===== src/rtl/serv_wake_pkg.sv =====
`default_nettype none
// ============================================================================
// Module      : serv_wake_pkg
// Description : Shared FSM state encoding and counter sizing for the
//               serv_wake_ctrl sleep/wake controller.
// Revision    : 1.0 - initial release
// ============================================================================
package serv_wake_pkg;

    typedef enum logic [1:0] {
        ST_RUN   = 2'd0,
        ST_DRAIN = 2'd1,
        ST_SLEEP = 2'd2,
        ST_WAKE  = 2'd3
    } wake_state_t;

    // Wide enough to hold WAKE_CYCLES; never narrower than one bit.
    function automatic int cnt_width(input int wake_cycles);
        return (wake_cycles < 1) ? 1 : $clog2(wake_cycles + 1);
    endfunction

endpackage
`default_nettype wire


===== src/rtl/serv_irq_sync.sv =====
`default_nettype none
// ============================================================================
// Module      : serv_irq_sync
// Description : Per-bit two-flop synchronizer, asynchronous active-low reset.
// Revision    : 1.0 - initial release
// ============================================================================
module serv_irq_sync #(
    parameter int WIDTH = 1
) (
    input  logic             i_clk,
    input  logic             i_rst_n,
    input  logic [WIDTH-1:0] i_d,
    output logic [WIDTH-1:0] o_q
);

    logic [WIDTH-1:0] r_meta;
    logic [WIDTH-1:0] r_sync;

    always_ff @(posedge i_clk or negedge i_rst_n) begin
        if (!i_rst_n) begin
            r_meta <= '0;
            r_sync <= '0;
        end else begin
            r_meta <= i_d;
            r_sync <= r_meta;
        end
    end

    assign o_q = r_sync;

endmodule
`default_nettype wire


===== src/rtl/serv_wake_ctrl.sv =====
`default_nettype none
// ============================================================================
// Module      : serv_wake_ctrl
// Description : Core sleep/wake controller: drains the core, gates its clock
//               and restores it WAKE_CYCLES after an enabled interrupt.
//               Define SERV_WAKE_SYNC_EN to synchronize i_irq (2 flops).
// Revision    : 1.0 - initial release
// ============================================================================
module serv_wake_ctrl
    import serv_wake_pkg::*;
#(
    parameter int NUM_IRQ     = 2,
    parameter int WAKE_CYCLES = 4
) (
    input  logic               i_clk,
    input  logic               i_rst_n,
    input  logic [NUM_IRQ-1:0] i_irq,
    input  logic [NUM_IRQ-1:0] i_irq_mask,
    input  logic               i_sleep_req,
    input  logic               i_idle,
    output logic               o_clk_halt,
    output logic               o_sleep_ack,
    output logic               o_wake_valid,
    output logic [NUM_IRQ-1:0] o_wake_src
);

    localparam int                 c_cnt_w    = cnt_width(WAKE_CYCLES);
    localparam logic [c_cnt_w-1:0] c_cnt_load = c_cnt_w'(WAKE_CYCLES);

    wake_state_t        r_state;
    wake_state_t        w_state_nxt;
    logic [c_cnt_w-1:0] r_cnt;
    logic               r_clk_halt;
    logic [NUM_IRQ-1:0] r_wake_src;
    logic [NUM_IRQ-1:0] w_irq;
    logic               w_wake;
    logic               w_sleep_ack;
    logic               w_wake_valid;

`ifdef SERV_WAKE_SYNC_EN
    serv_irq_sync #(
        .WIDTH (NUM_IRQ)
    ) u_irq_sync (
        .i_clk   (i_clk),
        .i_rst_n (i_rst_n),
        .i_d     (i_irq),
        .o_q     (w_irq)
    );
`else
    assign w_irq = i_irq;
`endif

    assign w_wake = |(w_irq & i_irq_mask);

    always_comb begin
        w_state_nxt  = r_state;
        w_sleep_ack  = 1'b0;
        w_wake_valid = 1'b0;
        case (r_state)
            ST_RUN: begin
                if (i_sleep_req && !w_wake) begin
                    w_state_nxt = ST_DRAIN;
                end
            end
            ST_DRAIN: begin
                // A pending wake beats a quiescent core: never sleep over it.
                if (w_wake || !i_sleep_req) begin
                    w_state_nxt = ST_RUN;
                end else if (i_idle) begin
                    w_state_nxt = ST_SLEEP;
                    w_sleep_ack = 1'b1;
                end
            end
            ST_SLEEP: begin
                if (w_wake) begin
                    w_state_nxt = ST_WAKE;
                end
            end
            ST_WAKE: begin
                if (r_cnt == '0) begin
                    w_state_nxt  = ST_RUN;
                    w_wake_valid = 1'b1;
                end
            end
            default: w_state_nxt = ST_RUN;
        endcase
    end

    always_ff @(posedge i_clk or negedge i_rst_n) begin
        if (!i_rst_n) begin
            r_state    <= ST_RUN;
            r_cnt      <= '0;
            r_clk_halt <= 1'b0;
            r_wake_src <= '0;
        end else begin
            r_state    <= w_state_nxt;
            r_clk_halt <= (w_state_nxt == ST_SLEEP) || (w_state_nxt == ST_WAKE);
            if (r_state == ST_SLEEP && w_wake) begin
                r_cnt <= c_cnt_load;
            end else if (r_state == ST_WAKE && r_cnt != '0) begin
                r_cnt <= r_cnt - 1'b1;
            end
            if (w_sleep_ack) begin
                r_wake_src <= '0;
            end else if (r_state == ST_SLEEP && w_wake) begin
                r_wake_src <= w_irq & i_irq_mask;
            end
        end
    end

    assign o_clk_halt   = r_clk_halt;
    assign o_sleep_ack  = w_sleep_ack;
    assign o_wake_valid = w_wake_valid;
    assign o_wake_src   = r_wake_src;

endmodule
`default_nettype wire


===== config.mk =====
export PLATFORM = sky130hd
export DESIGN_NAME = serv_wake_ctrl
export DESIGN_NICKNAME = d
export VERILOG_FILES = /design/src/rtl/serv_wake_pkg.sv /design/src/rtl/serv_irq_sync.sv /design/src/rtl/serv_wake_ctrl.sv
export SDC_FILE = /design/constraint.sdc
export NUM_CORES = 1
export LEC_CHECK = 0
export CAP_MARGIN = 5
export CORE_AREA = 5 5 42 44
export DETAILED_ROUTE_END_ITERATION = 8
export DIE_AREA = 0 0 47 49
export SLEW_MARGIN = 20
export SYNTH_ARGS = -nofsm -noshare
export SYNTH_HDL_FRONTEND = slang
export SYNTH_SLANG_ARGS = --single-unit

===== constraint.sdc =====
create_clock -name i_clk -period 1.4 [get_ports i_clk]
set_input_delay 0.28 -clock i_clk [delete_from_list [all_inputs] [get_ports i_clk]]
set_output_delay 0.28 -clock i_clk [all_outputs]
set_load 0.005 [all_outputs]

==> flow_summary.yaml, run 1 <==
status:
  outcome: "finished, violations left"
  violations: "negative setup slack"
detailed_routing:
  wire_per_inst_microns: 11.1
  vias_per_cell: 4.57
  post-route-drc-count: 0
  dr_total_vias: 411
  drt_iter0_drc: 0
  firstDrtPassIters: 1
  drt-total-wl_microns: 1000
  postRouteAntennaNets: 0
synthesis:
  ys_seq_elements: 7
  synth_most_common_cell: "dfrtp_1"
  ys.warnings.count: 0
  yosysTopAreaCellShare_pct: 42.2
  syn_nets: 53
  synthFlopType: "dfrtp_1"
  ys_top_cells_by_count: "dfrtp_1, inv_1, nand3_1"
  yosysTopAreaCell: "dfrtp_1"
  syn_avg_cell_area_sq_um: 9.66
  ys_seq_area_share_pct: 42.2
  synthTopCellsByArea: "dfrtp_1, mux2i_1, ha_1"
  synth_cells: 43
  synth_edf_count: 0
  synth_area_sq_um: 415
  synth.distinct_cells: 22
  async_reset_ff_share_pct: 100
final_layout:
  num_antenna_cells: 0
  drive_gt1_share_pct: 39.2
  layout.nets: 85
  area_growth_pct: 75.3
setup_path:
  arrival_ns: 1.62
  worstPathRequired_ns: 1.59
  critPathSlowestCell: "or4_1"
  critical_path.cell_chain: "inv_2 -> buf_4 -> buf_4 -> ha_4 -> inv_2 -> or4_1 -> nand3_1"
  worstSetupPathType: "flip-flop to flip-flop"
  critPathMaxFanout: 2
  critPathCaptureType: "flip-flop"
  start_kind: "flip-flop"
  slowest_delay_ns: 0.47
grt:
  grt_pass1_vias: 447
  antenna_found_initial: 0
  grt_overflow: 0
  grt_pass1_wl_microns: 1760
  grt_max_degree: 8
  grtUsageTotal_pct: 10.6
sta:
  fmax_mhz: 697
  rsz0062_at_grt: "yes"
  slew_headroom_pct: 78.1
  layout_setup_ws_ns: -0.0351
  hold_viol: 0
  tns_ns: -0.0351
  drv_slew: 0
  fin_hold_ws_ns: 0.290
  period_share_pct: 103
  finalClockSkew_ns: 0.000780
  tightest_slew_ns: 0.328
  finalSetupViolCount: 1
  min_period_ns: 1.44
floorplan:
  floorplan.die.height_microns: 49
  ios: 13
  row_count: 14
  core_area_sq_um: 1400
  dieArea_sq_um: 2300
  initial_core_util_pct: 29.6
  die_x_microns: 47
clocking:
  clk_path_buf_depth: 2
  hold_buffers: 0
  clk_pin_slew_ns: 0.05
  cts_tree: "done"
  cts_root_buf: "clkbuf_4"
  htree_levels: 1
  cts_made_buffers: 3
  clock-sinks: 7
  clkLatencyLatePin_ns: 0.25
pwr:
  powerDensity_nw_per_um2: 1780
  static-leakage-power_nw: 0.378
  peakVddDrop_v: 0.000734
placement:
  dp_slack_ns: -0.571
  io_buffer_count: 12
  dp_hpwl_microns: 765
  gp_congestion: 0.753
flow_run:
  maxCapViolations: 0
worst_hold_path:
  hp-class: "input pin to async pin"
[worst paths after layout]
path / startpoint / end / slack (ns) / cells past startpoint
setup / recovery: r_cnt[0]$_DFFE_PN0P_ / r_cnt[2]$_DFFE_PN0P_ / -0.04 / 7
hold / removal: i_rst_n / o_wake_src[1]$_DFFE_PN0P_ / 0.29 / 1
setup reg to reg: r_cnt[0]$_DFFE_PN0P_ / r_cnt[2]$_DFFE_PN0P_ / -0.04 / 7
hold reg to reg: o_wake_src[0]$_DFFE_PN0P_ / o_wake_src[0]$_DFFE_PN0P_ / 0.52 / 2
max in group asynchronous: i_rst_n / r_cnt[2]$_DFFE_PN0P_ / 0.87 / 1
min in group i_clk: i_irq_mask[0] / o_wake_src[0]$_DFFE_PN0P_ / 0.46 / 3
[worst max-delay path: cells and delay by family (launching register included)]
| family | cells | cell delay (ns) |
|---|---|---|
| adders and majority gates | 1 | 0.12 |
| buffers and inverters | 4 | 0.31 |
| DFF | 1 | 0.38 |
| and+or+nand+nor | 2 | 0.56 |
[through the flow]
stage / area [sq um] / total power (W) / util, % / cells
after CTS: 676 / 0.00119 / 48.2 / 88
after global placement: 631 / 0.000943 / 45.0 / 81
after floorplan: 415 / 0.000620 / - / 43
after global routing: 728 / 0.00142 / 52.0 / 90
final: 728 / 0.00129 / 52.0 / 90
after detailed placement: 631 / 0.000945 / 45.0 / 81
[flip-flops by register name (all words and copies together), names as in the netlist]
signal,flops
r_cnt,3
r_state,1
o_clk_halt,1
o_wake_src,2
[timing repair]
| action | CTS | global route |
|---|---|---|
| resized for setup | 18 | 9 |
| pin swaps | 4 | 3 |
| buffers inserted | 3 | 2 |
| endpoints found under the setup margin | 5 | 9 |
[power by group]
part           leakage, nW  total (W)  switching, W  internal [W]
clock network       0.0150   0.000185     0.0000764      0.000109
registers           0.0871   0.000365     0.0000661      0.000299
logic                0.276   0.000743      0.000297      0.000446
total                0.378    0.00129      0.000440      0.000853
[layer usage]
layer  up-vias  global-route usage, %  share of wire, %
li1        214                      -                 -
met1       185                   11.7                43
met2        10                   16.5                51
met3         2                   1.48               3.8
met4         0                   9.68               2.3
met5         -                      0                 0
[final cells by class]
class / instances / area, sq um
fillers: 143 / 673
multi-input cells: 31 / 264
repair buffers: 27 / 224
flip-flops and latches: 7 / 175
clock buffers: 4 / 26.3
well taps: 16 / 20.0
inverters: 5 / 18.8
[placed cells by master (no fill, tap or decap)]
| cell type | n |
|---|---|
| o21ai_1 | 1 |
| clkbuf_1 | 1 |
| nor2_2 | 1 |
| nand3_1 | 4 |
| nand2_2 | 1 |
| buf_2 | 2 |
| nand4b_1 | 1 |
| nand3b_1 | 1 |
| a22oi_4 | 1 |
| nand2_1 | 3 |
| inv_1 | 3 |
| o21ai_0 | 1 |
| nor2_1 | 1 |
| nand2b_1 | 1 |
| clkdlybuf4s50_1 | 2 |
| dlygate4sd2_1 | 6 |
| or2_1 | 1 |
| or4_1 | 1 |
| mux2i_1 | 3 |
| a21oi_1 | 1 |
| nand2b_4 | 1 |
| buf_4 | 14 |
| nor3b_1 | 1 |
| and4_1 | 1 |
| dlymetal6s2s_1 | 2 |
| nor2b_4 | 1 |
| clkbuf_4 | 3 |
| inv_2 | 2 |
| buf_6 | 1 |
| dfrtp_1 | 7 |
| ha_4 | 2 |
| or3_1 | 1 |
| a211oi_1 | 1 |
| nor2b_1 | 1 |
[kinds of logic after synthesis]
| group | share of synthesized area [%] |
|---|---|
| compound gates | 10.5 |
| fa+ha+maj | 6.02 |
| buf+inv | 4.52 |
| flops | 42.2 |
| mux | 7.23 |
| simple gates | 29.5 |
(Power assumes the default switching activity.)
==> inputs of run 2 (changes only) <==
--- a/config.mk
+++ b/config.mk
@@ -5,7 +5,7 @@
 export SDC_FILE = /design/constraint.sdc
 export NUM_CORES = 1
 export LEC_CHECK = 0
-export CAP_MARGIN = 5
+export CAP_MARGIN = 20
 export CORE_AREA = 5 5 42 44
 export DETAILED_ROUTE_END_ITERATION = 8
 export DIE_AREA = 0 0 47 49
==> results of run 2 <==
Final layout, timing and power as in run 1 (identical DEF).
